==> src/rtl/act_seq_ctrl_pkg.sv <==
// Shared types and constants for the activation-unit sequencer.
// Activation codes, controller states and lane geometry of the 8-lane int8 unit.
package act_pkg;

    localparam int ACT_LANES  = 8;
    localparam int ACT_LANE_W = 8;

    typedef enum logic [1:0] {
        ACT_RELU     = 2'd0,
        ACT_BINARY   = 2'd1,
        ACT_IDENTITY = 2'd2,
        ACT_LEAKY    = 2'd3
    } act_func_t;

    typedef enum logic [1:0] {
        IDLE  = 2'd0,
        RUN   = 2'd1,
        DRAIN = 2'd2,
        DONE  = 2'd3
    } act_state_t;

endpackage

==> src/rtl/act_seq_ctrl_out_slot.sv <==
// One-entry output slot: tracks whether the activation unit holds an unconsumed row
// and whether that row is the last one of the layer.
module act_out_slot (
    input  logic clk,
    input  logic n_rst,
    input  logic load,
    input  logic load_last,
    input  logic out_ready,
    output logic out_valid,
    output logic out_last,
    output logic slot_free
);

    logic valid_q, valid_d;
    logic last_q,  last_d;
    logic pop;

    assign pop       = valid_q && out_ready;
    assign slot_free = !valid_q || out_ready;
    assign out_valid = valid_q;
    assign out_last  = last_q;

    // A load in the same cycle as a pop wins, keeping the slot full at full throughput.
    always_comb begin
        valid_d = valid_q;
        last_d  = last_q;
        if (load) begin
            valid_d = 1'b1;
            last_d  = load_last;
        end else if (pop) begin
            valid_d = 1'b0;
            last_d  = 1'b0;
        end
    end

    always_ff @(posedge clk or negedge n_rst) begin
        if (!n_rst) begin
            valid_q <= 1'b0;
            last_q  <= 1'b0;
        end else begin
            valid_q <= valid_d;
            last_q  <= last_d;
        end
    end

endmodule

==> src/rtl/act_seq_ctrl.sv <==
// Layer sequencer for the activation unit: latches func/rows on start, streams bias rows
// into the unit and returns activated rows downstream; one-cycle done at layer end.
module act_seq_ctrl
    import act_pkg::*;
#(
    parameter int DATA_W = 64,
    parameter int CNT_W  = 8
) (
    input  logic              clk,
    input  logic              n_rst,
    input  logic              start,
    input  logic [1:0]        cfg_func,
    input  logic [CNT_W-1:0]  cfg_rows,
    input  logic              in_valid,
    input  logic [DATA_W-1:0] in_data,
    output logic              in_ready,
    output logic              act_enable,
    output logic [1:0]        act_func,
    output logic [DATA_W-1:0] act_bias,
    input  logic [DATA_W-1:0] act_out,
    output logic              out_valid,
    output logic [DATA_W-1:0] out_data,
    output logic              out_last,
    input  logic              out_ready,
    output logic              busy,
    output logic              done
);

    act_state_t       state_q, state_d;
    act_func_t        func_q, func_d;
    logic [CNT_W-1:0] counter_q, counter_d;
    logic [CNT_W-1:0] rows_q, rows_d;
    logic             slot_free;
    logic             last_pending;

    assign act_bias   = in_data;
    assign act_func   = func_q;
    assign out_data   = act_out;
    assign act_enable = in_ready && in_valid;

    // rows_q is never zero in RUN, so rows_q-1 cannot underflow while it matters.
    assign last_pending = act_enable && (counter_q == rows_q - CNT_W'(1));

    always_comb begin
        state_d   = state_q;
        func_d    = func_q;
        counter_d = counter_q;
        rows_d    = rows_q;
        in_ready  = 1'b0;
        busy      = 1'b0;
        done      = 1'b0;
        case (state_q)
            IDLE: begin
                if (start) begin
                    if (cfg_rows != '0) begin
                        state_d   = RUN;
                        func_d    = act_func_t'(cfg_func);
                        rows_d    = cfg_rows;
                        counter_d = '0;
                    end else begin
                        state_d = DONE;
                    end
                end
            end
            RUN: begin
                busy     = 1'b1;
                in_ready = slot_free;
                if (act_enable) begin
                    counter_d = counter_q + CNT_W'(1);
                    if (last_pending) begin
                        state_d = DRAIN;
                    end
                end
            end
            DRAIN: begin
                busy = 1'b1;
                if (out_valid && out_ready && out_last) begin
                    state_d = DONE;
                end
            end
            DONE: begin
                done    = 1'b1;
                state_d = IDLE;
            end
            default: state_d = IDLE;
        endcase
    end

    always_ff @(posedge clk or negedge n_rst) begin
        if (!n_rst) begin
            state_q   <= IDLE;
            func_q    <= ACT_RELU;
            counter_q <= '0;
            rows_q    <= '0;
        end else begin
            state_q   <= state_d;
            func_q    <= func_d;
            counter_q <= counter_d;
            rows_q    <= rows_d;
        end
    end

    act_out_slot u_out_slot (
        .clk       (clk),
        .n_rst     (n_rst),
        .load      (act_enable),
        .load_last (last_pending),
        .out_ready (out_ready),
        .out_valid (out_valid),
        .out_last  (out_last),
        .slot_free (slot_free)
    );

endmodule

==> config.mk <==
export PLATFORM = sky130hd
export DESIGN_NAME = act_seq_ctrl
export DESIGN_NICKNAME = d
export VERILOG_FILES = /design/src/rtl/act_seq_ctrl_pkg.sv /design/src/rtl/act_seq_ctrl_out_slot.sv /design/src/rtl/act_seq_ctrl.sv
export SDC_FILE = /design/constraint.sdc
export NUM_CORES = 1
export LEC_CHECK = 0
export CAP_MARGIN = 20
export CORE_AREA = 2 2 110 112
export DETAILED_ROUTE_END_ITERATION = 8
export DIE_AREA = 0 0 112 114
export GPL_TIMING_DRIVEN = 0
export HOLD_SLACK_MARGIN = 0.06
export PLACE_DENSITY = 0.68
export REMOVE_ABC_BUFFERS = 1
export SYNTH_ARGS = -nofsm -noshare
export SYNTH_HDL_FRONTEND = slang
export SYNTH_SLANG_ARGS = --single-unit
==> constraint.sdc <==
create_clock -name clk -period 5.7 [get_ports clk]
set_input_delay 0.855 -clock clk [delete_from_list [all_inputs] [get_ports clk]]
set_output_delay 0.855 -clock clk [all_outputs]
set_load 0.005 [all_outputs]
# Word level (Yosys, flattened, before mapping)
# Cells that the tools add are included.
[totals]
output_inout_bits = 136
ff_bits = 22
elab_cells = 47
[classes]
muxes = 16
n_eq_ne = 9
reduce_logical = 14
addsub = 2
[op_table]
columns = ["cell", "n"]
rows = [
  ["$mux W8", 3],
  ["$pmux W8 S2", 1],
  ["$mux W2", 5],
  ["$add A8 B1 Y8 const B", 1],
  ["$eq A8 B8 Y1", 1],
  ["$ne A2 B2 Y1 const B", 4],
  ["$pmux W2 S4", 1],
  ["$reduce_and A4 Y1", 2],
  ["$reduce_bool A8 Y1", 1],
  ["$sub A8 B1 Y8 const B", 1],
  ["$mux W1", 6],
  ["$eq A2 B2 Y1 const B", 2],
  ["$logic_and A1 B1 Y1", 4],
  ["$reduce_bool A2 Y1", 2],
  ["$reduce_and A3 Y1", 1],
  ["$eq A2 B1 Y1 const B", 1],
  ["$logic_not A2 Y1", 1],
  ["$ne A2 B1 Y1 const B", 1],
  ["$reduce_or A2 Y1", 1],
  ["$logic_not A1 Y1", 1],
  ["$logic_or A1 B1 Y1", 1],
]

# Longest topological paths before layout
[logic_depth]
ltp_word = 8
mapped_depth = 8
depth_no_buf = 8

# Cells and area by module
# Synthesis repeated with hierarchy kept, for this count alone.
[unflattened]
cells_unflattened = 273
hier_area_um2 = 2387.3
[modules_own_cells]
columns = ["mod", "cells_each", "n_inst", "seq_area_each_um2", "area_each_um2"]
rows = [
  ["act_seq_ctrl", 266, 1, 500.5, 2306.0],
  ["act_out_slot", 7, 1, 50.0, 81.3],
]

# Least setup slack after synthesis
# OpenSTA, ideal clock, no wires.
[synth_timing]
kind = "input -> register"
startpoint = "input port cfg_rows[5]"
endpoint = "register counter_q[6]"
t_required_ps = 5579
arrival_time_ps = 2289
setup_slack_ps = 3290
stages = 6
setup_time_ps = 121
path_cell_list = "or4_1 -> o211a_2 -> o2bb2ai_4 -> buf_4 -> o21ai_1 -> a22o_1"
[synth_between]
elab_chain_cells = 3
[synth_rtl]
columns = ["element", "line_no", "rtl"]
rows = [
  ["start, declared", "act_seq_ctrl.sv:13", "input logic [CNT_W-1:0] cfg_rows,"],
  ["$reduce_bool A8 Y1", "act_seq_ctrl.sv:55", "if (cfg_rows != '0) begin"],
  ["$ne A2 B2 Y1 (no line)", "n/a", ""],
  ["$reduce_and A4 Y1 (no line)", "n/a", ""],
  ["end signal, assigned", "act_seq_ctrl.sv:98", "counter_q <= counter_d;"],
  ["end, declared", "act_seq_ctrl.sv:31", "logic [CNT_W-1:0] counter_q, counter_d;"],
]
# Every way passes these cells.
# A chain may end at the register's enable or synchronous reset.

# Final worst setup path
[layout_timing]
startpoint = "input port out_ready"
endpoint = "output port act_enable"
[layout_between]
elab_chain_cells = 3
[layout_rtl]
columns = ["element", "line_no", "rtl"]
rows = [
  ["start, declared", "act_seq_ctrl.sv:24", "input logic out_ready,"],
  ["$logic_or A1 B1 Y1", "act_seq_ctrl_out_slot.sv:19", "assign slot_free = !valid_q || out_ready;"],
  ["$mux W1", "act_seq_ctrl.sv:52", "case (state_q)"],
  ["$logic_and A1 B1 Y1", "act_seq_ctrl.sv:39", "assign act_enable = in_ready && in_valid;"],
  ["end, declared", "act_seq_ctrl.sv:17", "output logic act_enable,"],
]
# Every way passes these cells.

==> flow_metrics.tcl <==
set metrics [dict create \
    avgSynthCellArea_sq_um 8.88 \
    drtIter0Drc 124 \
    fp.dieH_microns 114 \
    ys_warn_count 0 \
    path_cells "clkdlybuf4s50_1 > nand2b_1 > nand3_1 > inv_1 > clkdlybuf4s50_1" \
    postLayoutSetupSlackWorst_ns 2.30 \
    grt.overflow.total 0 \
    synth_cell_types 44 \
    insertedDiodeCount 0 \
    fmax_mhz 294 \
    final_nets 311 \
    start_util_pct 20.2 \
    period_needed_ns 3.40 \
    cts_setup_buffers 0 \
    hold_viol_final 0 \
    maxSlewViolCount 0 \
    critPathSlowestCell "clkdlybuf4s50_1" \
    grt_use_total_pct 33.3 \
    area_delta_synth_final_pct -20.4 \
    hold_ws_ns 0.511 \
    ioPinCount 279 \
    leakage_nw 0.739 \
    routabilityCongestion 1.23 \
    holdBufCountCts 0 \
    wirelength_microns 22000 \
    place.port_buffers 22 \
    drive_gt1_share_pct 10.6 \
    crit_fanout 4 \
    post_layout_nonfiller_instances 308 \
    dp_worst_setup_slack_ns 2.30 \
    grt_antenna_before_repair 0 \
    syn_inst 267 \
    ys_ff_latch 22 \
    rsz0062_at_grt "no" \
    synth-main-ff-cell "dfrtp_1" \
    remaining_drc_errors 0 \
    synth_edf_count 0 \
    maxCapViolCount 0 \
    final_antenna_net_count 0 \
    clkLatencyLatePin_ns 0.27 \
    cts_root_buffer "clkbuf_16" \
    syn_area_sq_um 2370 \
    critical-path-top-delay-family "buffers and inverters" \
    finish.utilization_pct 16.1 \
    finalCritPeriodShare_pct 59.6 \
    critical_path_class "input port to primary output" \
    crit_top_cell "clkdlybuf4s50_1" \
    numCtsBuffers 3 \
    cts_resized 0 \
    skew_ns 0.00893 \
    dp_hpwl_microns 20900 \
    crit_path_end_kind "primary output" \
    required_ns 4.85 \
    p_per_area_nw_per_um2 458 \
    setup_viol 0 \
    htreeDepth 1 \
    rows 40 \
    die_area_sq_um 12800 \
    ir_drop_mv 0.0970 \
    grt_first_pass_wirelength_microns 25300 \
    critPathMaxStageDelay_ns 0.54 \
    cts_num_sinks 22 \
    die_w_microns 112 \
    setup_tns_ns 0 \
    vias_per_cell 5.21 \
    crit_arrival_ns 2.54 \
    slew_headroom_pct 60.3 \
    placedCellCount 303 \
    fillCellCount 1322 \
    cts_tree "done" \
    async_reset_ff_share_pct 100 \
    path_buf_inv 3 \
    ctsLongestPathBuffers 2 \
    cts.clk_slew.worst_paths_ns 0.06 \
    core_sq_um 11700 \
    drt_pre_antenna_iters 5 \
    outcome "finished, final reports clean" \
    grt_max_degree 23 \
    startpoint_type "input port" \
    vias 1604 \
    worst_pin_slew_ns 0.595 \
    grt_pass1_vias 1487 \
    hold_path_class "register to register" \
    routedWlPerCell_microns 71.4 \
    yosysSeqAreaShare_pct 23.2 \
]
registers in the layout, indices dropped and copies added (netlist names):
register	count
act_func	2
state_q	2
u_out_slot.out_valid	1
rows_q	8
u_out_slot.out_last	1
counter_q	8
metrics by stage:
step           power (mW)  cell area, sq um
4_1_cts             0.860              1870
6_report            0.865              1890
2_1_floorplan       0.543              1380
3_5_place_dp        0.687              1780
3_3_place_gp        0.678              1780
5_1_grt             0.918              1890
worst register-to-register path, cell delays in order, from the launching register on:
cell and delay, ns:
dfrtp_1 0.42, inv_1 0.10, ha_1 0.54, nand3_1 0.34
inv_1 0.25, o2111ai_4 0.16, o31ai_4 0.32, a21oi_1 0.10
a31oi_1 0.15
area by class of cell:
type	instances	area, sq um	share of cell area (%)
inverters	7	26.3	1.39
well taps	147	184	9.74
flip-flops and latches	22	551	29.2
clock buffers	4	88.8	4.71
repair buffers	23	235	12.5
multi-input cells	105	803	42.5
routing by layer:
layer	part of all wire [%]	up-vias	wire length (microns)	track usage [%]
li1	-	541	-	-
met1	9.9	638	2180	8.04
met2	47	338	10400	55.5
met3	30	75	6510	48.7
met4	12	12	2660	31.1
met5	1.3	-	275	18.8
final timing paths:
check	from	endpoint	slack, ns	cells after the start
min in group asynchronous	n_rst	counter_q[6]	0.89	1
setup reg to reg	state_q[1]	state_q[1]	3.24	8
hold / removal	act_func[0]	act_func[0]	0.51	1
setup / recovery	out_ready	act_enable	2.30	5
hold reg to reg	act_func[0]	act_func[0]	0.51	1
max in group asynchronous	n_rst	state_q[0]	4.35	2
cells by family (layout without fill, tap and decap cells):
kind of cell | Yosys count | count (layout) | share of synthesized area (%)
buf+inv | 140 | 34 | 42.9
simple gates | 53 | 53 | 12.2
flops | 22 | 22 | 23.2
fa+ha+maj | 6 | 6 | 3.17
mux | 8 | 8 | 3.80
compound gates | 29 | 29 | 11.3
xor+xnor | 9 | 9 | 3.32
synth_stat cells (2+ instances only):
cell / n / area share [%]
buf_4: 131 / 41
dfrtp_1: 22 / 23
nand2_1: 13 / 2.1
inv_1: 7 / 1.1
a21oi_1: 6 / 1.3
ha_1: 6 / 3.2
nand3_1: 6 / 1.3
nor2_1: 6 / 0.95
nor3_1: 6 / 1.3
mux2_1: 5 / 2.4
xnor2_1: 5 / 1.8
nand2b_1: 4 / 1.1
o21ai_1: 4 / 0.84
xor2_1: 4 / 1.5
a22o_1: 3 / 1.1
mux2_2: 3 / 1.4
nor2b_1: 3 / 0.79
nor3b_1: 3 / 0.95
o21ai_0: 3 / 0.63
a21o_1: 2 / 0.63
or4_1: 2 / 0.63
where the power goes:
group	switching (mW)	internal (mW)	total [mW]
registers	0.0771	0.211	0.288
logic	0.210	0.194	0.404
clock network	0.0649	0.108	0.172
total	0.352	0.512	0.865
layout by cell type (no fill, tap or decap), drive strengths merged, types with 4 or more instances in the layout:
cell type / n
a21oi: 6
clkbuf: 4
clkdlybuf4s50: 22
dfrtp: 22
ha: 6
inv: 7
mux2: 8
nand2: 13
nand2b: 4
nand3: 6
nor2: 6
nor3: 7
o21ai: 7
xnor2: 5
xor2: 4
No activity file was read; power rests on OpenSTA's default activity.
